`config.mk`:
```
export PLATFORM = sky130hd
export DESIGN_NAME = tile_ram_writer
export DESIGN_NICKNAME = d
export VERILOG_FILES = /design/src/rtl/display_pkg.sv /design/src/rtl/tile_pixel_counter.sv /design/src/rtl/tile_ram_writer.sv
export SDC_FILE = /design/constraint.sdc
export NUM_CORES = 1
export LEC_CHECK = 0
export BUFFER_PORTS_ARGS = -buffer_cell sky130_fd_sc_hd__buf_2
export CORE_UTILIZATION = 50
export CTS_CLUSTER_DIAMETER = 60
export DETAILED_ROUTE_END_ITERATION = 8
export GPL_ROUTABILITY_DRIVEN = 0
export GPL_TIMING_DRIVEN = 1
export PLACE_DENSITY = 0.78
export SLEW_MARGIN = 20
export SYNTH_ARGS = -nofsm -noshare
export SYNTH_HDL_FRONTEND = slang
export SYNTH_HIERARCHICAL = 1
export SYNTH_SLANG_ARGS = --single-unit
```
`constraint.sdc`:
```
create_clock -name clock -period 3.5 [get_ports clock]
set_clock_uncertainty 0.15 [all_clocks]
set_input_delay 0.175 -clock clock [delete_from_list [all_inputs] [get_ports clock]]
set_output_delay 0.175 -clock clock [all_outputs]
set_load 0.05 [all_outputs]
```
`src/rtl/display_pkg.sv`:
```
// Shared display constants and types for the frame RAM read and write paths.
package display_pkg;

  localparam int unsigned SCREEN_W = 160;
  localparam int unsigned SCREEN_H = 120;
  localparam int unsigned ADDR_W   = 15;
  localparam int unsigned COLOUR_W = 3;
  localparam int unsigned TILE_DIM = 8;

  localparam logic [COLOUR_W-1:0] BG_COLOUR = 3'b000;

  typedef enum logic [1:0] {
    StIdle,
    StWrite,
    StDone
  } tile_state_e;

endpackage

```
`src/rtl/tile_pixel_counter.sv`:
```
// 6-bit pixel slot counter for one 8x8 tile; tc flags the last slot (63).
module tile_pixel_counter (
  input  logic       clock,
  input  logic       clear_b,
  input  logic       en,
  input  logic       clr,
  output logic [5:0] count,
  output logic       tc
);

  logic [5:0] count_q;

  always_ff @(posedge clock or negedge clear_b) begin
    if (!clear_b) begin
      count_q <= 6'd0;
    end else if (clr) begin
      count_q <= 6'd0;
    end else if (en) begin
      count_q <= count_q + 6'd1;
    end
  end

  assign count = count_q;
  assign tc    = (count_q == 6'd63);

endmodule

```
`src/rtl/tile_ram_writer.sv`:
```
// Streams one 8x8 one-colour tile into the frame RAM, clipping off-screen pixels.
// Define TILE_TRANSPARENT_EN to skip writes for pattern-0 pixels (background preserved).
module tile_ram_writer #(
  parameter int unsigned SCREEN_W = display_pkg::SCREEN_W,
  parameter int unsigned SCREEN_H = display_pkg::SCREEN_H,
  parameter int unsigned ADDR_W   = display_pkg::ADDR_W
) (
  input  logic                             clock,
  input  logic                             clear_b,
  input  logic                             start,
  input  logic [7:0]                       x_in,
  input  logic [6:0]                       y_in,
  input  logic [display_pkg::COLOUR_W-1:0] colour,
  input  logic [63:0]                      pattern,
  output logic                             busy,
  output logic                             done,
  output logic [ADDR_W-1:0]                ram_addr,
  output logic [display_pkg::COLOUR_W-1:0] ram_data,
  output logic                             ram_wren
);

  import display_pkg::*;

  tile_state_e state_q, state_d;

  logic [7:0]          x_q;
  logic [6:0]          y_q;
  logic [COLOUR_W-1:0] colour_q;
  logic [63:0]         pattern_q;

  logic                busy_q, busy_d;
  logic                done_q, done_d;
  logic                wren_q, wren_d;
  logic [ADDR_W-1:0]   addr_q, addr_d;
  logic [COLOUR_W-1:0] data_q, data_d;

  logic       latch;
  logic       cnt_en, cnt_clr;
  logic [5:0] idx;
  logic       idx_tc;

  logic [2:0] col, row;
  logic [8:0] x_sum;
  logic [7:0] y_sum;
  logic       pix_on, on_screen;

  tile_pixel_counter u_counter (
    .clock   (clock),
    .clear_b (clear_b),
    .en      (cnt_en),
    .clr     (cnt_clr),
    .count   (idx),
    .tc      (idx_tc)
  );

  // Sums kept one bit wider than the origin so off-screen pixels never wrap back on-screen.
  assign col       = idx[2:0];
  assign row       = idx[5:3];
  assign x_sum     = {1'b0, x_q} + {6'd0, col};
  assign y_sum     = {1'b0, y_q} + {5'd0, row};
  assign pix_on    = pattern_q[idx];
  assign on_screen = (x_sum < 9'(SCREEN_W)) && (y_sum < 8'(SCREEN_H));

  always_comb begin
    state_d = state_q;
    latch   = 1'b0;
    cnt_en  = 1'b0;
    cnt_clr = 1'b0;
    busy_d  = 1'b0;
    done_d  = 1'b0;
    wren_d  = 1'b0;
    addr_d  = '0;
    data_d  = BG_COLOUR;
    case (state_q)
      StIdle: begin
        if (start) begin
          latch   = 1'b1;
          cnt_clr = 1'b1;
          busy_d  = 1'b1;
          state_d = StWrite;
        end
      end
      StWrite: begin
        busy_d = 1'b1;
        cnt_en = 1'b1;
        addr_d = ADDR_W'(y_sum) * ADDR_W'(SCREEN_W) + ADDR_W'(x_sum);
        data_d = pix_on ? colour_q : BG_COLOUR;
`ifdef TILE_TRANSPARENT_EN
        wren_d = on_screen && pix_on;
`else
        wren_d = on_screen;
`endif
        if (idx_tc) begin
          state_d = StDone;
        end
      end
      StDone: begin
        busy_d  = 1'b1;
        done_d  = 1'b1;
        state_d = StIdle;
      end
      default: state_d = StIdle;
    endcase
  end

  always_ff @(posedge clock or negedge clear_b) begin
    if (!clear_b) begin
      state_q <= StIdle;
      busy_q  <= 1'b0;
      done_q  <= 1'b0;
      wren_q  <= 1'b0;
      addr_q  <= '0;
      data_q  <= '0;
    end else begin
      state_q <= state_d;
      busy_q  <= busy_d;
      done_q  <= done_d;
      wren_q  <= wren_d;
      addr_q  <= addr_d;
      data_q  <= data_d;
    end
  end

  always_ff @(posedge clock or negedge clear_b) begin
    if (!clear_b) begin
      x_q       <= '0;
      y_q       <= '0;
      colour_q  <= '0;
      pattern_q <= '0;
    end else if (latch) begin
      x_q       <= x_in;
      y_q       <= y_in;
      colour_q  <= colour;
      pattern_q <= pattern;
    end
  end

  assign busy     = busy_q;
  assign done     = done_q;
  assign ram_wren = wren_q;
  assign ram_addr = addr_q;
  assign ram_data = data_q;

endmodule

```
== Yosys cells after proc, flatten, opt, wreduce, memory -nomap -nowiden ==
Cells that the tools add are included.
Storage, ports and cells
  flip-flop bits (word level): 111
  output and inout bits: 21
  logic and storage cells: 45
Operators by class
  add/subtract/negate cells: 4
  multipliers: 1
  $lt $le $gt $ge: 3
  equality and inequality tests: 5
  multiplexer cells: 16
  reduce and logical (&&, ||, !) cells: 5
Operators with widths (number)
  $add 15x9->15: 1
  $mux 15: 1
  $mux 6: 2
  $mul 8x3->10 const B: 1
  $add 8x3->9: 1
  $lt 9x8->1 const B: 1
  $add 7x3->8: 1
  $lt 8x7->1 const B: 1
  $lt 6x7->1 const B: 1
  $add 6x1->6 const B: 1
  $bmux 1 s6: 1
  $eq 6x6->1 const B: 1
  $mux 1: 6
  $mux 3: 2
  $mux 2: 2
  $ne 2x2->1 const B: 2
  $pmux 2 s2: 1
  $eq 2x1->1 const B: 1
  $eq 2x2->1 const B: 1
  $logic_not 2->1: 1
  $pmux 1 s2: 1
  $reduce_and 2->1: 1
  $reduce_bool 2->1: 1
  $reduce_or 2->1: 1
  $logic_and 1x1->1: 1

== Longest topological paths before layout ==
Gate-level depths: netlist (run 1).
  word-level depth: 4
  gate-level depth with buffers: 14
  gate-level depth less buffers: 14

== By module ==
Netlist (run 1), hierarchy kept.
By module, submodules not included
  tile_ram_writer: times used 1, cells an instance 397, area each 5382.7 um^2, seq. area each 2627.5 um^2
  tile_pixel_counter: times used 1, cells an instance 28, area each 281.5 um^2, seq. area each 150.1 um^2

== Worst setup path before layout (run 1) ==
Ideal clock, no wire load.
  path kind: flip-flop to flip-flop
  from: register u_counter.count_q[3], in the netlist u_counter/count[3]
  to: register addr_q[14], in the netlist ram_addr[14]
  data arrival time: 3346 ps
  setup slack: -76 ps
  stages on the path, launching flop included: 14
  period minus slack after synthesis: 3576 ps
  path through: dfrtp_1 > ha_1 > fa_1 > a21o_1 > nand2_1 > xnor2_1 > ha_1 > ha_1 > a21o_1 > a21oi_1 > xor2_1 > or4_1 > nor3_1 > mux2i_1
Between the ends
  cells in the longest elaborated chain, start to end: 4
RTL lines
  from (decl): line tile_pixel_counter.sv:11  | logic [5:0] count_q;
  from (signal assigned): line tile_pixel_counter.sv:19  | count_q <= count_q + 6'd1;
  $add 7x3->8: line tile_ram_writer.sv:60  | assign y_sum = {1'b0, y_q} + {5'd0, row};
  $mul 8x3->10: line tile_ram_writer.sv:86  | addr_d = ADDR_W'(y_sum) * ADDR_W'(SCREEN_W) + ADDR_W'(x_sum);
  $add 15x9->15: line tile_ram_writer.sv:86
  $mux 15: line tile_ram_writer.sv:74  | case (state_q)
  net addr_d[14]: line tile_ram_writer.sv:34  | logic [ADDR_W-1:0] addr_q, addr_d;
  to (signal assigned): line tile_ram_writer.sv:119  | addr_q <= addr_d;
  to (decl): line tile_ram_writer.sv:34
The timed path passes the listed nets, and every way through them passes these cells.
A chain may end at the register's enable or synchronous reset.

== Final worst setup path (run 1) ==
  from: register u_counter.count_q[4], in the netlist u_counter/count[4]
  to: register addr_q[14], in the netlist ram_addr[14]
The elaborated chain is that of the path after synthesis.

==> summary.txt, run 1 <==
Placed design
  • I/O Buffers: approximately 110
  • Post-DP HPWL: roughly 8000 um
  • DP Area: between 6000 and 7000 um2

Logic synthesis
  • Main area contributors after synthesis: dfrtp_1, mux2_2, ha_1
  • Asr flop ratio synth: 1.000
  • Distinct cells, synth: 47
  • Post-synth EDFFs: 0
  • Yosys warns: 6
  • Main synth FF type: dfrtp_1
  • Synth Net Count: 540
  • Syn Inst Count: ~430
  • Synth Register Bits: between 100 and 150
  • Syn Area/Cell: about 13 um2
  • Post-synth top area share: 0.4904
  • Sequential area share after synthesis: 0.4904
  • Synth area leader: dfrtp_1
  • Post-Syn Area: 5664 um2

Die
  • Die Area: about 12000 um2
  • I/O pin cnt: approximately 110
  • Rows: 38
  • Die X: ~110 um
  • Placeable Area: 10940 um2
  • Die height: 108.4 um
  • Starting Density: 0.5180

Min path
  • Cells on Worst Hold Path: 3
  • HP Start: start
  • Worst hold-check path type: in2reg
  • Min-Delay Endpoint: state_q[1]$_DFFE_PN0P_

Worst setup path
  • Reg-to-reg startpoint: u_counter/count[4]$_DFFE_PN0P_
  • CP endpoint kind: flip-flop
  • Startpoint types: flip-flop
  • Max incr delay on CP: about 0.56 ns
  • Critical path's top delay family: adder cells
  • CP startpoint: u_counter/count[4]$_DFFE_PN0P_
  • Slowest CP cell: or4_4
  • R2R Setup Slk: -0.08 ns
  • Critical setup path kind: reg2reg
  • WP data required: between 3 and 4 ns
  • CP dominant cell by count: ha_4
  • RR Endpoint: ram_addr[14]$_DFF_PN0_
  • Worst reg2reg path depth: 12
  • Worst Path Max Fanout: 3
  • Crit path buffers/inverters: 1
  • CP Data Arrival Time: ~3.7 ns
  • Critical path, cell by cell: ha_4, a21oi_4, o21bai_1, xor2_1, ha_1, ha_4, inv_2, fa_2, o21bai_4, or4_4, nor3_4, mux2i_1

STA
  • RSZ-0062 raised after global routing: yes
  • Fmax: around 280 MHz
  • Final hold vios: 0
  • Worst-margin pin slew: about 0.78 ns
  • Final worst slack: -0.07558 ns
  • Slew margin rel.: 0.4831
  • Setup Viol. Count Final: 2
  • Slew Limit Fails: 0
  • Tmin final: 3.576 ns
  • Final clock period utilization by the worst path: 1.022

Power
  • Max VDD drop: 0.7221 mV
  • Total power: between 7 and 8 mW
  • Switch share: 0.3858
  • Leakage: 3.483 nW
  • Internal Power: 4.425 mW
  • NetSw: 2.780 mW
  • Combinational share of power: 0.544
  • Clock power share: 0.141
  • Reg power frac: 0.314
  • Cell Pwr Density: between 900 and 1000 nW/um2

Run status
  • Violated checks: negative setup slack
  • Outcome: finished with violations

Routing
  • Drt pass-1 iters: 4
  • Routed WL: 13070 um
  • Routed WL per cell: approximately 17 um
  • DRC: 0
  • Vias per cell: between 5 and 6
  • Via count: between 4000 and 5000
  • DRT iter0 DRCs: 90
  • Final antenna-violating net count: 0

Clock network
  • Skew-Pair Late Insertion Delay: 0.35 ns
  • Clock slew at reported path FFs: about 0.08 ns
  • CTS tree: built
  • Root Driver: clkbuf_16
  • Clock buffer count from CTS: 9
  • Maximum root-to-sink buffer count: 2
  • Clock sinks: around 110
  • Htree depth: 3

Layout
  • Synth-to-layout area growth: 37.00%
  • Fillers: around 760
  • Nets: between 700 and 800
  • Fraction of layout cells with a size suffix above 1: 0.4152
  • Commonest non-fill, non-tap cell in the layout: dfrtp_1
  • Final Cell Area: ~7800 um2
  • Most frequent cells in the layout: dfrtp_1, buf_2, mux2_2, dlygate4sd3_1, buf_4
  • Diode count: 0

Run
  • Max_cap viols: 0

Global route
  • Vias in the first global route: between 4000 and 5000
  • Grt total ovfl: 0
  • Initial antenna violation count: 0
  • Total Routing Usage GR: 0.2282
  • Largest net degree at the start of global routing: 84
  • First-pass GRT wire length: between 20000 and 25000 um
-- layout make-up --
type	count	area, um2	share of cell area
Inverter	12	45.04	0.005805
Sequential cell	111	2780	0.3583
Multi-Input combinational cell	283	2935	0.3783
Timing Repair Buffer	209	1533	0.1975
Tap cell	140	175.2	0.02257
Clock buffer	10	229.0	0.02951
Clock inverter	6	62.56	0.008062
-- per-stage QoR --
step                      hold WS, ns  setup slack (ns)  utilization  setup TNS [ns]  instances
after detailed placement       0.2527          -0.05298       0.5873        -0.09042        666
after CTS                     0.01651          0.003923       0.6912               0        766
after floorplan               -0.2706           0.01260            -               0        425
final                         0.01930          -0.07558       0.7096         -0.1155        771
after global routing          0.02966           -0.2604       0.7096         -0.4746        771
after global placement         0.2467           0.01626       0.5873               0        666
-- worst max path at each step --
stage / cells past startpoint / slack, ns / to
2_1_floorplan: 13 / 0.01 / ram_addr[12]$_DFF_PN0_
3_3_place_gp: 13 / 0.02 / ram_addr[12]$_DFF_PN0_
3_5_place_dp: 12 / -0.05 / ram_addr[12]$_DFF_PN0_
4_1_cts: 12 / 0.004 / ram_addr[12]$_DFF_PN0_
5_1_grt: 12 / -0.26 / ram_addr[14]$_DFF_PN0_
6_report: 12 / -0.08 / ram_addr[14]$_DFF_PN0_
-- power groups by stage --
stage               sequential (mW)  clock (mW)  combinational, mW
floorplan                      2.48           0               2.39
global placement               2.21           0               3.33
detailed placement             2.26           0               3.42
CTS                            2.23        1.03               3.52
global route                   2.34        1.09               4.27
finish                         2.26        1.02               3.92
-- flip-flops by register name (all words and copies together), names as in the netlist --
name and cells:
ram_addr 15, ram_data 3, done 1, u_counter/count 6, colour_q 3, y_q 7, ram_wren 1, pattern_q 64
x_q 8, busy 1, state_q 2
-- metal layers --
metal,vias to the layer above,GRT usage,routed length (um)
met5,-,0,0
li1,1933,-,-
met2,85,0.4042,6828
met3,22,0.03496,405
met4,0,0.07529,249
met1,2023,0.2843,5585
-- cells in the mapped netlist, types with 5 or more instances --
| cell type | instances |
|---|---|
| dfrtp_1 | 111 |
| mux2_2 | 83 |
| ha_1 | 26 |
| and2_1 | 20 |
| xnor2_1 | 13 |
| xor2_1 | 13 |
| inv_1 | 12 |
| clkbuf_1 | 11 |
| nor2_1 | 11 |
| mux2i_1 | 10 |
| nand3_1 | 10 |
| mux4_2 | 9 |
| a21oi_1 | 8 |
| nand2_1 | 8 |
| o21ai_0 | 8 |
| a21o_1 | 6 |
| o211ai_1 | 6 |
| mux4_1 | 5 |
-- cell families (layout without fill, tap and decap cells) --
group                    Yosys count  in the layout  share of synthesized area
AO/OA/AOI/OAI                     48             48                    0.06031
multiplexers                     107            107                     0.2417
buffers and inverters             31            237                    0.02275
adder cells (fa/ha/maj)           30             30                    0.07157
flip-flops                       111            111                     0.4904
XOR/XNOR                          27             27                    0.04418
AND/OR/NAND/NOR                   71             71                    0.06914
-- what timing repair did --
item | 4_1_cts | 5_1_grt
hold buffers | 83 | 0
pin swaps | 2 | 17
endpoints found under the hold margin | 163 | 0
setup endpoints to repair | 2 | 3
setup buffers | 1 | 5
gates resized for setup | 2 | 25
-- tightest hold or removal path, delay by kind of cell --
family,cells,cell delay [ns]
buffers and inverters,1,0.09
and+or+nand+nor,1,0.06
AOI/OAI and AO/OA,1,0.16
Note: power is estimated with default switching activity, not from simulation.
==> run 2: changes to the inputs <==
--- a/config.mk
+++ b/config.mk
@@ -14,2 +14,3 @@
 export PLACE_DENSITY = 0.78
+export SETUP_SLACK_MARGIN = 0.1
 export SLEW_MARGIN = 20
==> constraint.sdc (replaced) <==
create_clock -name clock -period 3.5 [get_ports clock]
set_clock_uncertainty 0.15 [all_clocks]
set_input_delay 0.7 -clock clock [delete_from_list [all_inputs] [get_ports clock]]
set_output_delay 0.7 -clock clock [all_outputs]
set_load 0.05 [all_outputs]
==> run 2 against run 1 <==
The run now ends clean. Register-to-register slack better by 0.11 ns. Sequential power barely moved. Count of clock-buffer cells in the layout increased by 1. Worst hold slack improved by 0.18 ns. Critical path type unchanged. Fmax up 3.1%.
==> summary.txt, run 2 (same netlist as run 1, synthesis figures left out) <==
Run status
  • Outcome: complete, no violations

Worst setup path
  • Startpoint types: flip-flop
  • WP data required: between 3 and 4 ns
  • CP endpoint: ram_addr[14]$_DFF_PN0_
  • CP startpoint: y_q[0]$_DFFE_PN0P_
  • Worst Path Max Fanout: 2
  • CP endpoint kind: flip-flop
  • R2R Setup Slk: approximately 0.031 ns
  • Reg-to-reg startpoint: y_q[0]$_DFFE_PN0P_
  • Slowest CP cell: or4_4
  • CP Data Arrival Time: 3.59 ns
  • RR Endpoint: ram_addr[14]$_DFF_PN0_
  • Critical setup path kind: reg2reg
  • Worst reg2reg path depth: 13
  • Max incr delay on CP: ~0.57 ns
  • Critical path, cell by cell: ha_2, fa_2, a21o_1, nand2_2, xnor2_4, ha_4, ha_4, a21o_1, a21oi_2, xor2_1, or4_4, nor3_4, mux2i_1

Routing
  • Drt pass-1 iters: 4
  • Routed WL: approximately 11000 um
  • Via count: approximately 3700
  • Vias per cell: between 5 and 6
  • Routed WL per cell: ~17 um
  • Final antenna-violating net count: 0
  • DRT iter0 DRCs: roughly 140
  • DRC: 0

Power
  • Combinational share of power: 0.542
  • Leakage: between 3 and 4 nW
  • Total power: 7.099 mW
  • Cell Pwr Density: between 1000 and 1500 nW/um2
  • Switch share: 0.3784
  • Internal Power: roughly 4.4 mW
  • NetSw: approximately 2.7 mW
  • Reg power frac: 0.316
  • Max VDD drop: 0.7524 mV
  • Clock power share: 0.142

Global route
  • Total Routing Usage GR: 0.2071
  • Grt total ovfl: 0
  • Vias in the first global route: between 3000 and 4000
  • First-pass GRT wire length: roughly 19000 um
  • Initial antenna violation count: 0
  • Largest net degree at the start of global routing: 66

Layout
  • Multi-input gate area: just under 3000 um2
  • Most frequent cells in the layout: dfrtp_1, buf_2, mux2_2
  • Post-Layout Cell Count: slightly below 700
  • Fillers: ~840
  • Nets: about 660
  • Diode count: 0
  • Max reg flops: 64
  • Reg with most FFs: pattern_q
  • FF/Latch Area: about 2800 um2
  • Fraction of layout cells with a size suffix above 1: 0.4789
  • Synth-to-layout area growth: 22.40%
  • Commonest non-fill, non-tap cell in the layout: dfrtp_1
  • Core Util, Final: 0.6340
  • Final Cell Area: around 6900 um2

STA
  • Hold slack: between 0.15 and 0.2 ns
  • Fmax: 288.3 MHz
  • Final clock period utilization by the worst path: 0.9911
  • Setup Viol. Count Final: 0
  • Tmin final: between 3 and 4 ns
  • Worst-margin pin slew: ~0.63 ns
  • Slew Limit Fails: 0
  • Slew margin rel.: 0.5807
  • RSZ-0062 raised after global routing: yes
  • Final hold vios: 0

Clock network
  • Clock buffer count from CTS: 9
  • Cts hold-fix bufs: 0
  • CTS tree: built
  • Maximum root-to-sink buffer count: 2
  • Skew-Pair Late Insertion Delay: 0.35 ns
  • Htree depth: 3
  • Clock sinks: around 110
  • Clock slew at reported path FFs: around 0.070 ns
  • Root Driver: clkbuf_16

Placed design
  • Placed insts: ~660
  • I/O Buffers: approximately 110
  • Post-DP HPWL: between 7000 and 8000 um
  • DP Area: roughly 6400 um2

Die
  • Die Area: approximately 12000 um2
  • Starting Density: 0.5180
  • Rows: 38
  • Placeable Area: 10940 um2
  • Die height: 108.4 um
  • I/O pin cnt: approximately 110
  • Die X: about 110 um

Run
  • Max_cap viols: 0

Min path
  • Worst hold-check path type: in2async
[run 2: worst min-delay path by stage]
stage | start | to | slack (ns)
after floorplan | clear_b | busy$_DFF_PN0_ | 0.25
after global placement | colour_q[1]$_DFFE_PN0P_ | ram_data[1]$_DFF_PN0_ | 0.32
after detailed placement | colour_q[0]$_DFFE_PN0P_ | ram_data[0]$_DFF_PN0_ | 0.32
after CTS | clear_b | ram_wren$_DFF_PN0_ | 0.23
after global routing | clear_b | ram_addr[8]$_DFF_PN0_ | 0.25
final | clear_b | ram_addr[8]$_DFF_PN0_ | 0.19
[run 2: metrics by stage]
stage / worst slack, ns / setup TNS (ns)
after floorplan: 0.1029 / 0
after global placement: 0.1012 / 0
after detailed placement: -0.02125 / -0.02787
after CTS: 0.08447 / 0
after global routing: -0.08639 / -0.1552
final: 0.03127 / 0
[run 2: routing by layer]
metal	share of wire	track usage	vias to the layer above
met3	0.057	0.05063	16
met5	0	0	-
met1	0.43	0.2609	1874
li1	-	-	1759
met2	0.50	0.3454	84
met4	0.017	0.07722	0
[run 2: area by class of cell]
class | instances | share of cell area
multi-input cells | 283 | 0.4245
flip-flops and latches | 111 | 0.4008
repair buffers | 125 | 0.1014
clock buffers | 11 | 0.03501
well taps | 140 | 0.02527
clock inverters | 3 | 0.006497
inverters | 12 | 0.006497
[run 2: worst max-delay path: cells and delay by family, from the launching register on]
kind | cells | cell delay [ns]
AOI/OAI and AO/OA | 3 | 0.54
xor gates and xnor gates | 2 | 0.24
adders and majority gates | 4 | 1.07
DFF | 1 | 0.39
muxes | 1 | 0.20
and+or+nand+nor | 3 | 0.82
[run 2: repair_timing]
action	4_1_cts	5_1_grt
buffers inserted	8	1
pin swaps	7	8
setup endpoints to repair	3	3
gates cloned	0	0
gates resized for setup	11	13
[run 2: power groups by stage]
stage | logic [mW] | clock network (mW) | registers, mW
2_1_floorplan | 2.40 | 0 | 2.48
3_3_place_gp | 3.34 | 0 | 2.22
3_5_place_dp | 3.43 | 0 | 2.26
4_1_cts | 3.68 | 1.03 | 2.24
5_1_grt | 4.20 | 1.08 | 2.32
6_report | 3.85 | 1.01 | 2.24
==> run 3: changes to the inputs <==
Settings changed: CORE_ASPECT_RATIO set to 0.8.
==> run 3 against run 2 <==
Via count increased by 1.2%. Register-to-register slack about the same. Flip-flop and latch count stayed put. Global-route usage is 0.87 points higher. Count of clock-buffer cells in the layout up 2. Sequential power about the same. Critical path depth shrank 1. Sequential share of layout area about the same. Critical path type unchanged. Wire length rose by 3.8%. Final cell count grew 1.6%. Design area barely moved. Die area is essentially flat.
==> summary.txt, run 3 (same netlist as run 1, synthesis figures left out) <==
Layout
  • FF/Latch Area: roughly 2800 um2
  • Synth-to-layout area growth: 22.42%
  • Multi-input gate area: a little under 3000 um2
  • Fraction of layout cells with a size suffix above 1: 0.4791
  • Commonest non-fill, non-tap cell in the layout: dfrtp_1
  • Fillers: between 800 and 900
  • Nets: around 660
  • Most frequent cells in the layout: dfrtp_1, buf_2, mux2_2, buf_4, ha_1
  • Max reg flops: between 60 and 70
  • Reg with most FFs: pattern_q

Routing
  • Via count: between 3000 and 4000
  • Routed WL: 11800 um
  • Vias per cell: approximately 5.4
  • Routed WL per cell: approximately 17 um
  • DRT iter0 DRCs: around 120
  • DRC: 0
  • Final antenna-violating net count: 0
  • Drt pass-1 iters: 4

Worst setup path
  • WP data required: 3.62 ns
  • Startpoint types: flip-flop
  • CP dominant cell by count: fa_2
  • CP startpoint: y_q[0]$_DFFE_PN0P_
  • Critical path, cell by cell: ha_2, fa_2, a21o_1, nand2_2, xnor2_2, ha_4, inv_1, fa_2, xor2_1, or4_4, nor3_4, mux2i_1
  • CP endpoint kind: flip-flop
  • Worst Path Max Fanout: 3
  • Reg-to-reg startpoint: y_q[0]$_DFFE_PN0P_
  • CP Data Arrival Time: ~3.6 ns
  • Slowest CP cell: or4_4
  • Critical setup path kind: reg2reg
  • Critical path's top delay family: adder cells
  • Max incr delay on CP: 0.56 ns
  • Crit path buffers/inverters: 1

Clock network
  • Skew-Pair Late Insertion Delay: roughly 0.34 ns
  • Maximum root-to-sink buffer count: 2
  • Clock sinks: around 110
  • Root Driver: clkbuf_16
  • Cts hold-fix bufs: 0
  • CTS tree: built
  • Clock buffer count from CTS: 9
  • Clock slew at reported path FFs: approximately 0.070 ns
  • Htree depth: 3

STA
  • Setup Viol. Count Final: 0
  • Final worst slack: 0.03574 ns
  • RSZ-0062 raised after global routing: yes
  • Final hold vios: 0
  • Slew margin rel.: 0.5162
  • Setup_tns: 0 ns
  • Hold slack: 0.2664 ns
  • Worst-margin pin slew: between 0.7 and 0.8 ns
  • Tmin final: about 3.5 ns
  • Slew Limit Fails: 0
  • Fmax: just under 300 MHz
  • Final clock period utilization by the worst path: 0.9898

Placed design
  • Post-DP HPWL: slightly above 8000 um
  • I/O Buffers: 105
  • DP Worst Slack: -0.02961 ns

Global route
  • Initial antenna violation count: 2
  • Largest net degree at the start of global routing: 58
  • Vias in the first global route: roughly 4000
  • Total Routing Usage GR: 0.2159
  • First-pass GRT wire length: 19660 um
  • Grt total ovfl: 0

Power
  • Max VDD drop: between 0.5 and 0.6 mV
  • Leakage: ~3.2 nW
  • Cell Pwr Density: ~1000 nW/um2

Die
  • I/O pin cnt: around 110
  • Die X: 121.0 um
  • Die height: roughly 97 um
  • Rows: 34
  • Placeable Area: 10930 um2
  • Starting Density: 0.5181
  • Die Area: roughly 12000 um2

Run status
  • Outcome: complete, no violations

Min path
  • Worst hold-check path type: in2async

Run
  • Max_cap viols: 0
## run 3: per-layer routing
layer	GRT usage	up-vias	wire length, um
li1	-	1779	-
met1	0.2790	1888	5240
met2	0.3578	93	5768
met3	0.05575	15	622
met4	0.06173	2	153
met5	0	-	13
## run 3: cell type report
| cell class | instances | area share |
|---|---|---|
| well taps | 144 | 0.02598 |
| clock buffers | 13 | 0.03753 |
| clock inverters | 3 | 0.003609 |
| flip-flops and latches | 111 | 0.4008 |
| diodes | 1 | 0.0003609 |
| inverters | 12 | 0.006496 |
| multi-input cells | 283 | 0.4190 |
| repair buffers | 129 | 0.1063 |
## run 3: report_power, final
| part | switching (mW) | internal [mW] | total (mW) |
|---|---|---|---|
| Combinational | 1.92 | 2.02 | 3.94 |
| Clock | 0.455 | 0.527 | 0.982 |
| Sequential | 0.359 | 1.89 | 2.25 |
| Total | 2.74 | 4.44 | 7.17 |
## run 3: what timing repair did
action / 4_1_cts / 5_1_grt
buffers inserted: 8 / 5
pin swaps: 5 / 15
endpoints found under the setup margin: 3 / 4
gates resized for setup: 6 / 15
## run 3: worst paths after layout
kind | to | depth (start not counted) | slack [ns]
worst max register to register | ram_addr[14]$_DFF_PN0_ | 12 | 0.04
worst max-delay path | ram_addr[14]$_DFF_PN0_ | 12 | 0.04
worst min register to register | ram_data[0]$_DFF_PN0_ | 1 | 0.33
min in group clock | ram_data[0]$_DFF_PN0_ | 1 | 0.33
max in group asynchronous | u_counter/count[4]$_DFFE_PN0P_ | 2 | 2.16
worst min-delay path | pattern_q[2]$_DFFE_PN0P_ | 1 | 0.27
## run 3: worst register-to-register path, stage by stage (launching register included)
cell	delay [ns]
dfrtp_1	0.39
ha_2	0.20
fa_2	0.37
a21o_1	0.20
nand2_2	0.09
xnor2_2	0.09
ha_4	0.29
inv_1	0.06
fa_2	0.41
xor2_1	0.19
or4_4	0.56
nor3_4	0.19
mux2i_1	0.19
## run 3: per-stage QoR
stage	power [mW]	instances	instance area (um2)	util
final	7.171	696	6934	0.6342
after global routing	7.683	695	6932	0.6340
after CTS	6.922	690	6802	0.6221
after detailed placement	5.722	666	6427	0.5879
after global placement	5.524	666	6427	0.5879
after floorplan	4.887	425	5693	-
